`src/rtl/instruction_queue_pkg.sv`:
```
// Shared widths and defaults for the UART-to-core instruction queue.
package instruction_queue_pkg;
   localparam int INSTR_W             = 32;
   localparam int DEFAULT_QUEUE_DEPTH = 4;
endpackage

```
`src/rtl/instruction_queue.sv`:
```
// FIFO between the UART instruction receiver and the core injection port.
// Optional sticky drop flag enabled by INSTRUCTION_QUEUE_OVERFLOW_EN.
module instruction_queue
   import instruction_queue_pkg::*;
#(
   parameter int DEPTH = DEFAULT_QUEUE_DEPTH
) (
   input  logic                       clk12,
   input  logic                       rst,
   input  logic [INSTR_W-1:0]         instruction,
   input  logic                       instruction_rcv,
   output logic [INSTR_W-1:0]         instr_data,
   output logic                       instr_valid,
   input  logic                       instr_ready,
   output logic [$clog2(DEPTH):0]     count,
   output logic                       full,
   output logic                       overflow
);

   localparam int PTR_W = $clog2(DEPTH);
   localparam int CNT_W = PTR_W + 1;

   logic [INSTR_W-1:0] mem [DEPTH];
   logic [PTR_W-1:0]   wr_ptr;
   logic [PTR_W-1:0]   rd_ptr;
   logic               pop;
   logic               push_ok;

   assign instr_valid = (count != '0);
   assign full        = (count == CNT_W'(DEPTH));
   assign pop         = instr_valid & instr_ready;
   // A full queue still accepts when the head leaves in the same cycle.
   assign push_ok     = instruction_rcv & (~full | pop);
   assign instr_data  = mem[rd_ptr];

   always_ff @(posedge clk12 or posedge rst) begin
      if (rst) begin
         for (int i = 0; i < DEPTH; i++) begin
            mem[i] <= '0;
         end
      end else if (push_ok) begin
         mem[wr_ptr] <= instruction;
      end
   end

   always_ff @(posedge clk12 or posedge rst) begin
      if (rst) begin
         wr_ptr <= '0;
         rd_ptr <= '0;
         count  <= '0;
      end else begin
         if (push_ok) begin
            wr_ptr <= wr_ptr + PTR_W'(1);
         end
         if (pop) begin
            rd_ptr <= rd_ptr + PTR_W'(1);
         end
         case ({push_ok, pop})
            2'b10:   count <= count + CNT_W'(1);
            2'b01:   count <= count - CNT_W'(1);
            default: count <= count;
         endcase
      end
   end

`ifdef INSTRUCTION_QUEUE_OVERFLOW_EN
   always_ff @(posedge clk12 or posedge rst) begin
      if (rst) begin
         overflow <= 1'b0;
      end else if (instruction_rcv & ~push_ok) begin
         overflow <= 1'b1;
      end
   end
`else
   assign overflow = 1'b0;
`endif

endmodule

```
`config.mk`:
```
export PLATFORM = sky130hd
export DESIGN_NAME = instruction_queue
export DESIGN_NICKNAME = d
export VERILOG_FILES = /design/src/rtl/instruction_queue_pkg.sv /design/src/rtl/instruction_queue.sv
export SDC_FILE = /design/constraint.sdc
export NUM_CORES = 1
export LEC_CHECK = 0
export BUFFER_PORTS_ARGS = -buffer_cell sky130_fd_sc_hd__clkbuf_2
export CAP_MARGIN = 20
export CORE_ASPECT_RATIO = 1.1
export CORE_UTILIZATION = 54
export CTS_BUF_LIST = sky130_fd_sc_hd__clkbuf_8
export DETAILED_ROUTE_END_ITERATION = 10
export GPL_TIMING_DRIVEN = 0
export PLACE_DENSITY = 0.75
export SLEW_MARGIN = 0
export SYNTH_ARGS = -nofsm -noshare
export SYNTH_HDL_FRONTEND = slang
export SYNTH_SLANG_ARGS = --single-unit
```
`constraint.sdc`:
```
create_clock -name clk12 -period 9.6 [get_ports clk12]
set_input_delay 1.44 -clock clk12 [delete_from_list [all_inputs] [get_ports clk12]]
set_output_delay 1.44 -clock clk12 [all_outputs]
set_load 0.005 [all_outputs]
```
======== Word level (Yosys, flattened, before mapping) ========
Index checks and enable logic that the tools add are counted.
W data, S select, Z words.
word-level totals
  input bits .............................. 36
  word-level logic and storage cells ...... 33
  output and inout bits ................... 38
  register bits ........................... 135
cells by class
  muxes and demuxes ....................... 7
  add/sub/neg operators ................... 4
  $lt $le $gt $ge ......................... 3
  reduce and logical (&&, ||, !) cells .... 3
  bitwise operators ....................... 6
  equality and inequality tests ........... 3
operators with widths
  operator               number
  $bwmux W128            1
  $mux W32               3
  $bmux W32 S2           1
  $demux W32 S2          1
  $ge A3 B3 Y1 const B   2
  $not A2 Y3             2
  $pmux W3 S2            1
  $add A2 B1 Y2 const B  2
  $add A3 B1 Y3 const B  1
  $eq A3 B3 Y1 const B   1
  $lt A3 B1 Y1 const B   1
  $reduce_bool A3 Y1     1
  $sub A3 B1 Y3 const B  1
  $and A1 B1 Y1          2
  $eq A2 B1 Y1 const B   1
  $eq A2 B2 Y1 const B   1
  $reduce_bool A2 Y1     1
  $logic_and A1 B1 Y1    1
  $not A1 Y1             1
  $or A1 B1 Y1           1

======== Longest topological paths before layout ========
  depth after elaboration ................. 6
  gate-level depth with buffers ........... 7
  mapped depth without buffers ............ 7

======== Worst setup path before layout ========
Ideal clock, no wire load.
  path type ............................... input-to-reg
  start ................................... input port instr_ready
  end ..................................... register count[2]
  stages .................................. 7
  path buffers ............................ 1
  setup time .............................. 0.130 ns
  setup slack ............................. 6.792 ns
  data required time ...................... 9.470 ns
  arrival time ............................ 2.677 ns
  cell sequence ........................... buf_4 -> nand2_1 -> or2_2 -> fa_1 -> nand2b_1 -> o211ai_1 -> nand3_1
on the way
  longest elaborated chain between the ends .. 5
  elaborated cells on any way between the ends .. 7
  those cells by class .................... 2 x eq/ne; 1 x mux; 3 x bitwise; 1 x reduce/logical
RTL lines
  element                                                   RTL line                 RTL
  from (decl)                                               instruction_queue.sv:14  input logic instr_ready,
  $and A1 B1 Y1 *                                           instruction_queue.sv:31  assign pop = instr_valid & instr_ready;
  $or A1 B1 Y1                                              instruction_queue.sv:33  assign push_ok = instruction_rcv & (~full | pop);
  $and A1 B1 Y1                                             instruction_queue.sv:33
  $eq A2 B1 Y1 / $eq A2 B2 Y1 (equally long branches)       instruction_queue.sv:58  case ({push_ok, pop})
  $pmux W3 S2 / $reduce_bool A2 Y1 (equally long branches)  --
  to (signal assigned)                                      instruction_queue.sv:59  2'b10: count <= count + CNT_W'(1);
  to (signal assigned)                                      instruction_queue.sv:60  2'b01: count <= count - CNT_W'(1);
  to (signal assigned)                                      instruction_queue.sv:61  default: count <= count;
  to (decl)                                                 instruction_queue.sv:15  output logic [$clog2(DEPTH):0] count,
Mark *: on every way between the ends. The rest lies on a longest branch, timed or not.
A chain may end at the register's enable or synchronous reset.

======== Final worst setup path ========
  start ................................... register rd_ptr[1]
  end ..................................... output port instr_data[18]
on the way
  longest elaborated chain between the ends .. 4
RTL lines
  element                                       RTL line                 RTL
  from (decl)                                   instruction_queue.sv:25  logic [PTR_W-1:0] rd_ptr;
  from (signal assigned)                        instruction_queue.sv:56  rd_ptr <= rd_ptr + PTR_W'(1);
  $not A2 Y3 (implied by the code)              instruction_queue.sv:34  assign instr_data = mem[rd_ptr];
  $bmux W32 S2                                  instruction_queue.sv:34
  $mux W32 (implied by the code) (2 in series)  instruction_queue.sv:34
  to (decl)                                     instruction_queue.sv:12  output logic [INSTR_W-1:0] instr_data,
Every way passes these cells. The select of a mux whose other input is x is not followed.

==> results.cfg <==
[run_status]
outcome = completed

[flow_run]
drv_cap = 0

[floorplanning]
core_area_um2 = 10900
die-width_um = 103
io_pins = 74
start_util_pct = 55.6
die_h_um = 113
rows = 40
fp.dieArea_um2 = 11700

[synthesis]
ys.flop_type = dfrtp_1
syn_area_per_cell_um2 = 16.5
ys_seq_area_share_pct = 55.7
syn_nets = 409
yosys_warnings = 0
syn_inst = 368
synth_area_um2 = 6070
synth_edf_count = 0
ys_seq_elements = 135
synth_cell_types = 30
synthArstFlopShare_pct = 100

[timing]
period_needed_ns = 3.70
rsz0062_at_grt = false
finalSetupViolCount = 0
drv_slew = 0
worst_hold_slack_ns = 0.506
max-slew-margin-rel_pct = 52.1
hold_viol_final = 0
worst_slack_ns = 5.90
finalClockSkew_ns = 0.0151
max_freq_mhz = 270
period_share_pct = 38.6
tns_ns = 0
tightest_slew_ns = 0.719

[worst_setup_path]
arrival_ns = 2.26
cp-endpoint = instr_data[18]
worstSetupPathType = reg2out
start_kind = flop
ff2ff_path_depth = 7
cp_max_fo = 10
r2r_slack_ns = 7.56
r2r-start = count[0]
critPathCaptureType = output pin
r2r_end = count[1]
critPathRequiredTime_ns = 8.16
crit_start = rd_ptr[1]

[power_and_ir_drop]
p_int_mw = 1.75
p_sw_mw = 0.772
pwr-share-seq_pct = 40.2
fin_total_pwr_mw = 2.52
power_density_nw_per_um2 = 359
p_leak_nw = 3.06
ir_worst_vdd_mv = 0.147
power.share.switching_pct = 30.7
power_frac_comb_pct = 41.8
p_clk_share_pct = 17.9

[clock_tree]
cts_buffers = 17
cts_tree = built
clkLatencyLatePin_ns = 0.44
h-tree-depth = 4
numClockSinks = 135
root_buffer = clkbuf_8
clk_pin_slew_ns = 0.07
cts_hold_buffers = 0
post_cts_resized = 0
post-cts-setup-buffers = 0
clk_path_buf_depth = 2

[detailed_routing]
drc = 0
drt_wl_total_mm = 11.1
drt_iter0_drc = 133
vias = 3397
wl_per_cell_um = 17.9
vias_per_cell = 5.49
ant_nets = 0
first_pass_iters = 4

[place]
routabilityCongestion = 0.687
dp_worst_setup_slack_ns = 6.34
io_buffers = 71
dp.cells = 587
dpl.hpwl_mm = 7.47
placed_cell_area_um2 = 6640

[final_layout]
antenna_cells = 0
layout.cells.non_filler = 619
final_area_um2 = 7020
layout.cells.most_common = dfrtp_1
nNetsFinal = 500
drive_above_1_share_pct = 60.6
final_cell_mix = dfrtp_1, mux2_2, clkbuf_2
fin_util_pct = 64.4
syn_to_final_growth_pct = 15.7

[global_routing]
grt_use_met3_pct = 5.81
grt_usage_pct = 21.6
use_met2_pct = 34.1
gr-max-usage-layer = met2
grt_first_pass_wirelength_mm = 18.4
antenna_found_initial = 0
grt_pass1_vias = 3609
met1_usage_pct = 28.5
overflow = 0
grt_max_degree = 80

[min_path]
hold_path.class = reg2reg
## per-layer routing
layer | part of all wire, % | routed length, um
met1 | 45 | 4950
met2 | 51 | 5610
met3 | 4.0 | 448
met4 | 0.86 | 95
met5 | 0 | 0
## layout make-up
type / count / area (um2)
clock inverter: 14 / 135
clock buffer: 18 / 248
sequential: 135 / 3380
buffer: 23 / 190
multi-input combinational: 204 / 2480
tap: 147 / 184
fill: 852 / 3890
inverter: 6 / 27.5
timing repair buffer: 72 / 383
## worst min path at each step
stage | start | end | cells after the start
after CTS | mem[37] | mem[37] | 1
after global routing | mem[97] | mem[97] | 1
after global placement | mem[53] | mem[53] | 1
after detailed placement | mem[37] | mem[37] | 1
after floorplan | mem[32] | mem[32] | 1
final | mem[37] | mem[37] | 1
## state kept, by name (all words and copies together) (netlist names)
signal / count
mem: 128
wr_ptr: 2
rd_ptr: 2
count: 3
## critical path, cell delays in order, from the launching register on
cell and delay, ns:
dfrtp_1 0.33, clkbuf_1 0.34, clkbuf_1 0.60, mux4_2 0.42, clkbuf_2 0.14
## power by group through the flow
stage	sequential (mW)	combinational [mW]	clock (mW)
after floorplan	0.973	0.783	0
after global placement	1.00	1.04	0
after detailed placement	1.02	1.07	0
after CTS	1.01	1.07	0.460
after global routing	1.05	1.15	0.487
final	1.01	1.05	0.452
## synthesized netlist by cell type, types with 2 or more instances
cell      count  area, um2
buf_2         5       25.0
buf_4         2       15.0
buf_6        12        135
clkbuf_1      4       15.0
dfrtp_1     135       3380
ha_1          4       50.1
inv_1         6       22.5
mux2_2      129       1450
mux4_2       32        721
nand2_1       6       22.5
nand2b_1      2       12.5
nand3_1       2       10.0
nor2_1        8       30.0
or3_1         2       12.5
xnor2_1       4       35.0
## cell families (layout without fill, tap and decap cells)
family,after synthesis,in the layout,share of synthesized area (%)
adders and majority gates,5,5,1.15
other,1,1,0.0618
and+or+nand+nor,25,25,2.27
buffers and inverters,29,133,3.50
DFF,135,135,55.7
muxes,161,161,35.8
xor gates and xnor gates,5,5,0.722
AOI/OAI and AO/OA,7,7,0.804
Note: power is estimated with default switching activity, not from simulation.
